$ cat src/rtl/hermes_buffered_crossbar.sv
// NPORT x NPORT flit crossbar with a small elastic FIFO on every output link.
// Acks depend only on registered FIFO occupancy, never on the downstream credit.
module hermes_buffered_crossbar #(
    parameter int NPORT     = 5,
    parameter int FLIT_SIZE = 32,
    parameter int OUT_DEPTH = 2,
    parameter int SEL_W     = $clog2(NPORT)
) (
    input  logic                       clk_i,
    input  logic                       rst_ni,
    input  logic [NPORT-1:0]           data_av_i,
    input  logic [NPORT*FLIT_SIZE-1:0] data_i,
    input  logic [NPORT*SEL_W-1:0]     outport_i,
    input  logic [NPORT-1:0]           free_i,
    input  logic [NPORT*SEL_W-1:0]     inport_i,
    input  logic [NPORT-1:0]           credit_i,
    output logic [NPORT-1:0]           ack_o,
    output logic [NPORT-1:0]           tx_o,
    output logic [NPORT*FLIT_SIZE-1:0] data_o,
    output logic [NPORT-1:0]           busy_o
);
    localparam int PTR_W = $clog2(OUT_DEPTH);
    localparam int CNT_W = PTR_W + 1;
    localparam logic [SEL_W:0]   NPORT_L = (SEL_W + 1)'(NPORT);
    localparam logic [CNT_W-1:0] DEPTH_L = CNT_W'(OUT_DEPTH);

    logic [SEL_W-1:0]     w_outport [NPORT];
    logic [SEL_W-1:0]     w_inport  [NPORT];
    logic [FLIT_SIZE-1:0] w_data_in [NPORT];
    logic [NPORT-1:0]     w_enq;
    logic [NPORT-1:0]     w_deq;
    logic [NPORT-1:0]     w_ack;

    for (genvar gi = 0; gi < NPORT; gi++) begin : g_unpack
        assign w_outport[gi] = outport_i[gi*SEL_W +: SEL_W];
        assign w_inport[gi]  = inport_i[gi*SEL_W +: SEL_W];
        assign w_data_in[gi] = data_i[gi*FLIT_SIZE +: FLIT_SIZE];
    end

    for (genvar gi = 0; gi < NPORT; gi++) begin : g_out
        logic [SEL_W-1:0]     w_src;
        logic                 w_conn;
        logic                 w_tx;
        logic [CNT_W-1:0]     r_count;
        logic [PTR_W-1:0]     r_wr_ptr;
        logic [PTR_W-1:0]     r_rd_ptr;
        logic [FLIT_SIZE-1:0] r_mem [OUT_DEPTH];

        assign w_src  = w_inport[gi];
        assign w_conn = !free_i[gi] && ({1'b0, w_src} < NPORT_L);
        assign w_tx   = (r_count != '0);

        // Full test uses the registered count: a same-cycle dequeue does not open a slot.
        assign w_enq[gi] = rst_ni && w_conn && data_av_i[w_src]
                           && (w_outport[w_src] == SEL_W'(gi)) && (r_count < DEPTH_L);
        assign w_deq[gi] = w_tx && credit_i[gi];

        always_ff @(posedge clk_i or negedge rst_ni) begin
            if (!rst_ni) begin
                r_count  <= '0;
                r_wr_ptr <= '0;
                r_rd_ptr <= '0;
            end else begin
                case ({w_enq[gi], w_deq[gi]})
                    2'b10:   r_count <= r_count + 1'b1;
                    2'b01:   r_count <= r_count - 1'b1;
                    default: r_count <= r_count;
                endcase
                if (w_enq[gi]) r_wr_ptr <= r_wr_ptr + 1'b1;
                if (w_deq[gi]) r_rd_ptr <= r_rd_ptr + 1'b1;
            end
        end

        always_ff @(posedge clk_i) begin
            if (w_enq[gi]) r_mem[r_wr_ptr] <= w_data_in[w_src];
        end

        assign tx_o[gi]   = w_tx;
        assign busy_o[gi] = w_tx;
        assign data_o[gi*FLIT_SIZE +: FLIT_SIZE] = w_tx ? r_mem[r_rd_ptr] : '0;
    end

    // Each output grants exactly one source, so an input is acked by at most one output.
    always_comb begin
        w_ack = '0;
        for (int o = 0; o < NPORT; o++) begin
            for (int i = 0; i < NPORT; i++) begin
                if (w_enq[o] && (w_inport[o] == SEL_W'(i)) && (w_outport[i] == SEL_W'(o)))
                    w_ack[i] = 1'b1;
            end
        end
    end

    assign ack_o = w_ack;

endmodule
$ cat config.mk
export PLATFORM = sky130hd
export DESIGN_NAME = hermes_buffered_crossbar
export DESIGN_NICKNAME = d
export VERILOG_FILES = /design/src/rtl/hermes_buffered_crossbar.sv
export SDC_FILE = /design/constraint.sdc
export NUM_CORES = 1
export LEC_CHECK = 0
export CORE_UTILIZATION = 49
export DETAILED_ROUTE_END_ITERATION = 7
export PLACE_DENSITY_LB_ADDON = 0.08
export SETUP_SLACK_MARGIN = 0.2
export SYNTH_ARGS = -nofsm -noshare
export SYNTH_HDL_FRONTEND = slang
export SYNTH_SLANG_ARGS = --single-unit
$ cat constraint.sdc
create_clock -name clk_i -period 4.75 [get_ports clk_i]
set_input_delay 0.475 -clock clk_i [delete_from_list [all_inputs] [get_ports clk_i]]
set_output_delay 0.475 -clock clk_i [all_outputs]
set_load 0.005 [all_outputs]
# After elaboration in Yosys (flattened, before gate mapping)
# Memory sizes are Yosys's and may differ from the RTL's.
# Cells that the tools add are included.
classes:
  reduce_logical: 106
  n_addsub: 20
  bitwise_logic: 5
  n_mux: 85
  n_lt_le_gt_ge: 20
  eq_ne: 54
ops:
  columns: ["operator", "n"]
  rows:
  - ["$bmux W32 S3", 5]
  - ["$mux W32", 15]
  - ["$logic_and A1 B1 Y1", 80]
  - ["$eq A3 B2 Y1 const B", 22]
  - ["$bmux W3 S3", 5]
  - ["$mux W1", 40]
  - ["$eq A3 B1 Y1 const B", 11]
  - ["$eq A3 B3 Y1 const B", 11]
  - ["$logic_not A3 Y1", 11]
  - ["$mux W3", 10]
  - ["$ge A4 B4 Y1 const B", 5]
  - ["$lt A3 B4 Y1 const B", 5]
  - ["$not A3 Y4", 5]
  - ["$pmux W2 S2", 5]
  - ["$reduce_bool A2 Y1", 10]
  - ["$bmux W1 S3", 5]
  - ["$lt A3 B3 Y1 const B", 5]
  - ["$add A1 B1 Y1 const B", 10]
  - ["$add A2 B1 Y2 const B", 5]
  - ["$eq A2 B1 Y1 const B", 5]
  - ["$eq A2 B2 Y1 const B", 5]
  - ["$lt A2 B2 Y1 const B", 5]
  - ["$sub A2 B1 Y2 const B", 5]
  - ["$logic_not A1 Y1", 5]
totals:
  n_memories: 5
  regBits: 20
  mem_bits_rw: 320
memory_table:
  columns: ["memory", "words", "word_bits", "rd", "rd_clocked_by_memory_dff", "write_ports", "line_no", "source"]
  rows:
  - ["g_out[0].r_mem", 2, 32, 1, 0, 1, "47", "logic [FLIT_SIZE-1:0] r_mem [OUT_DEPTH];"]
  - ["g_out[1].r_mem", 2, 32, 1, 0, 1, "47", null]
  - ["g_out[2].r_mem", 2, 32, 1, 0, 1, "47", null]
  - ["g_out[3].r_mem", 2, 32, 1, 0, 1, "47", null]
  - ["g_out[4].r_mem", 2, 32, 1, 0, 1, "47", null]

# Longest topological paths before layout
depth:
  word_depth: 14
  mapped_depth: 10

# Worst setup path after synthesis
# No wires, ideal clock.
synth_path:
  kind: "input -> register"
  startpoint: "input port outport_i[6]"
  endpoint: "memory g_out[4].r_mem[0][0], enable pin"
  setup_ns: 0.421
  slack_ns: 1.252
  t_arrival_ns: 3.077
  cell_stages: 5
  cell_sequence: "or4b_2 > o311a_1 > o31ai_1 > nand3_2 > nor2_1"
synth_between:
  elab_chain_len: 8
synth_rtl:
  columns: ["element", "line_no", "source"]
  rows:
  - ["start: declaration", "13", "input logic [NPORT*SEL_W-1:0] outport_i,"]
  - ["$bmux W3 S3", "55", "&& (w_outport[w_src] == SEL_W'(gi)) && (r_count < DEPTH_L);"]
  - ["$mux W3 (implied by the code) (2 in a row)", "55", null]
  - ["$eq A3 B3 Y1", "55", null]
  - ["$logic_and A1 B1 Y1 (2 in a row)", "55", null]
  - ["$mux W1", "75", "if (w_enq[gi]) r_mem[r_wr_ptr] <= w_data_in[w_src];"]
  - ["$mux W1 (implied by the code)", "75", null]
  - ["end: declaration", "47", null]
# No other way between the ends. The select of a mux whose other input is x is not followed.

# Worst setup path in the final report
layout_path:
  startpoint: "input port inport_i[3]"
  endpoint: "output port ack_o[0]"
layout_between:
  elab_chain_len: 13
  elab_cells_between_ends: 20
  cone_classes: "order compare: 1; eq/ne: 1; mux: 9; bitwise: 1; reduce/logical: 8"
layout_rtl:
  columns: ["element", "line_no", "source"]
  rows:
  - ["start: declaration", "15", "input logic [NPORT*SEL_W-1:0] inport_i,"]
  - ["$not A3 Y4 (implied by the code)", "55", null]
  - ["$bmux W3 S3", "55", null]
  - ["$mux W3 (implied by the code) (2 in a row)", "55", null]
  - ["$eq A3 B1 Y1", "55", null]
  - ["$logic_and A1 B1 Y1 (2 in a row)", "55", null]
  - ["$logic_and A1 B1 Y1 * (2 in a row)", "88", "if (w_enq[o] && (w_inport[o] == SEL_W'(i)) && (w_outport[i] == SEL_W'(o)))"]
  - ["$mux W1 * (4 in a row)", "88", null]
  - ["end: declaration", "17", "output logic [NPORT-1:0] ack_o,"]
# Every way passes the cells marked *; elsewhere a longest branch is shown, timed or not. The select of a mux whose other input is x is not followed.

==> metrics <==
Post-synth EDFFs 320; area leader, netlist edfxtp_1; Layout area overhead 27.4%; relative max-transition margin 20.1%; CTS max path bufs 3; CTS resizes 0; Final period util around four fifths; worst skew pair latency 0.52 ns; DRC violations left 0; Final GP Congestion 0.863; GR peak layer met2; leakage power 0.00931 uW; Core Footprint between 30000 and 40000 sq um; Sw Ratio 31.4%; min cycle time layout 3.71 ns; endpoints failing hold 0; Top Ports 382; Synthesized Nets 1822; # nets final 2146; WL/cell ~26 um; Die X 203 um; critical-path cell list buf_4, mux4_2, o311a_1, a21boi_1, and3_1, or4_4, clkdlybuf4s50_1; Buffers on Ports 381; CTS root buf clkbuf_16; clk sink count 340; Crit-path slowest cell buf_4; Gate power share 36.3%; Critical Path RT 4.28 ns; die footprint 41100 sq um; via count 15046; Seq/Total Area, Yosys 51.2%; syn avg cell area 12.3 sq um; fillers 3073; Post-CTS Setup Bufs 0; ANT nets after route 0; Peak VDD IR 0.271 mV; CP startpoint kind input pin; ant diodes 0; Mapped Area 19700 sq um; reg2reg end g_out[2].r_mem[0][9]; internal power between 7000 and 8000 uW; number of global-route vias before repair 14889; PwrDens 426 nW/um^2; post-detail-place hpwl 43600 um; flops & latches, synth 340; Clock H-tree levels 2; drt via density 6.06; First-pass DRT Iterations 6; met2 Track Usage GR 50.8%; most frequent cells in the layout clkdlybuf4s50_1, edfxtp_1, nor2_1; critical path's largest stage delay 0.66 ns; Yosys top cell area share roughly half; post-synth cell types 51; Starting Density about half; commonest non-fill, non-tap cell in the layout clkdlybuf4s50_1; Die H 203 um; main flop type after synthesis edfxtp_1; Cells after Synth 1610; maximum clock rate 269 MHz; total power draw 10700 uW; R2R Path Start g_out[2].r_count[1]; first-pass GRT wire length approximately 94000 um; CTS buffer count 36; Post-synth ARST share 5.88%; unrepaired setup endpoints after global routing false; status finished, final reports clean; share of cells above drive strength 1 around 14%; Final Setup Violations 0; Routed WL about 63000 um; Hold/Removal Path Class in2async; TNS Setup 0 ns; Psw 3350 uW; Seq pwr share 37.1%; antenna violations before repair 0; GR Util met1 43.3%; yosys warns 0; crit-path max FO 41; final max-slew violation count 0; Worst Skew 0.0234 ns; FF-to-FF path depth 4; largest net degree at the start of global routing 44; met3 global-route usage 4.65%; synth top area cells edfxtp_1, mux4_2, mux2i_1; CTS Hold Buffers Added 0; Worst EP arrival 3.24 ns; crit end category primary output; CP Class in2out; Initial DRC Count ~1900; Worst Tran Pin Value 1.20 ns; Clk pin slew, worst setup/hold paths 0.06 ns; max cap viols 0; r2r setup slk slightly below 2 ns; Tot GR Track Use between 30% and 40%; num rows 73; Clk pwr share 26.6%; total congestion overflow 0; TritonCTS clock tree yes
metal layers:
metal,vias up,wire length [um]
li1,6535,-
met1,7462,24600
met2,941,30800
met3,108,6140
met4,0,1750
met5,-,0
flip-flops by register name (all words and copies together), names as in the netlist:
name	cells
g_out.r_count	10
g_out.r_mem	320
g_out.r_rd_ptr	5
g_out.r_wr_ptr	5
stage by stage:
step | area (sq um) | setup slack [ns] | hold WS [ns] | cells | utilization [%]
after floorplan | 19700 | 1.25 | 0.179 | 1610 | -
after global placement | 24000 | 1.06 | 0.534 | 2421 | 60.3
after detailed placement | 24000 | 1.00 | 0.535 | 2421 | 60.3
after CTS | 25100 | 0.997 | 0.255 | 2483 | 63.2
after global routing | 25100 | 0.877 | 0.287 | 2483 | 63.2
final | 25100 | 1.04 | 0.271 | 2483 | 63.2
cells in the mapped netlist (5+ instances only):
master,n
nand4_1,5
nand3_1,5
inv_1,172
edfxtp_1,320
mux4_2,162
clkbuf_1,84
and2_1,9
xnor2_1,15
dfrtp_1,20
nand2_1,173
nor4_1,5
buf_4,10
xor2_1,10
nor2_1,189
mux2i_1,160
and3_1,7
buf_2,22
o21ai_0,163
ha_1,5
nor2b_1,5
nor4b_1,12
nor3b_1,7
cell type report:
| class | instances | area, sq um | area share [%] |
|---|---|---|---|
| timing repair buffer | 404 | 3940 | 15.7 |
| multi-input combinational | 980 | 8600 | 34.2 |
| sequential | 340 | 10100 | 40.3 |
| inverter | 172 | 646 | 2.57 |
| tap | 525 | 657 | 2.61 |
| clock inverter | 15 | 194 | 0.772 |
| clock buffer | 47 | 973 | 3.87 |
worst max-delay path by stage:
stage | end | cells past startpoint | start | slack [ns]
floorplan | g_out[4].r_mem[0][0] | 5 | outport_i[6] | 1.25
global placement | ack_o[0] | 7 | inport_i[3] | 1.06
detailed placement | ack_o[0] | 7 | inport_i[3] | 1.00
CTS | ack_o[0] | 7 | inport_i[3] | 1.0
global route | ack_o[2] | 6 | rst_ni | 0.88
finish | ack_o[0] | 7 | inport_i[3] | 1.04
cells by family after synthesis:
kind of cell | after synthesis | share of synthesized area (%)
buf+inv | 290 | 5.85
xor+xnor | 25 | 1.11
simple gates | 440 | 9.74
fa+ha+maj | 5 | 0.317
compound gates | 186 | 5.01
flops | 340 | 51.2
mux | 324 | 26.7
power by group through the flow:
stage / sequential, uW / combinational [uW] / clock, uW
after CTS: 3970 / 3910 / 2870
after global placement: 4030 / 3860 / 0
after global routing: 4000 / 4150 / 2990
after detailed placement: 4030 / 3890 / 0
final: 3960 / 3880 / 2850
after floorplan: 3560 / 2060 / 0
worst max-delay path: cells and delay by family:
kind | cells | cell delay, ns
multiplexers | 1 | 0.59
AO/OA/AOI/OAI | 2 | 0.34
buffers and inverters | 2 | 1.12
AND/OR/NAND/NOR | 2 | 0.71
Note: power is estimated with default switching activity, not from simulation.
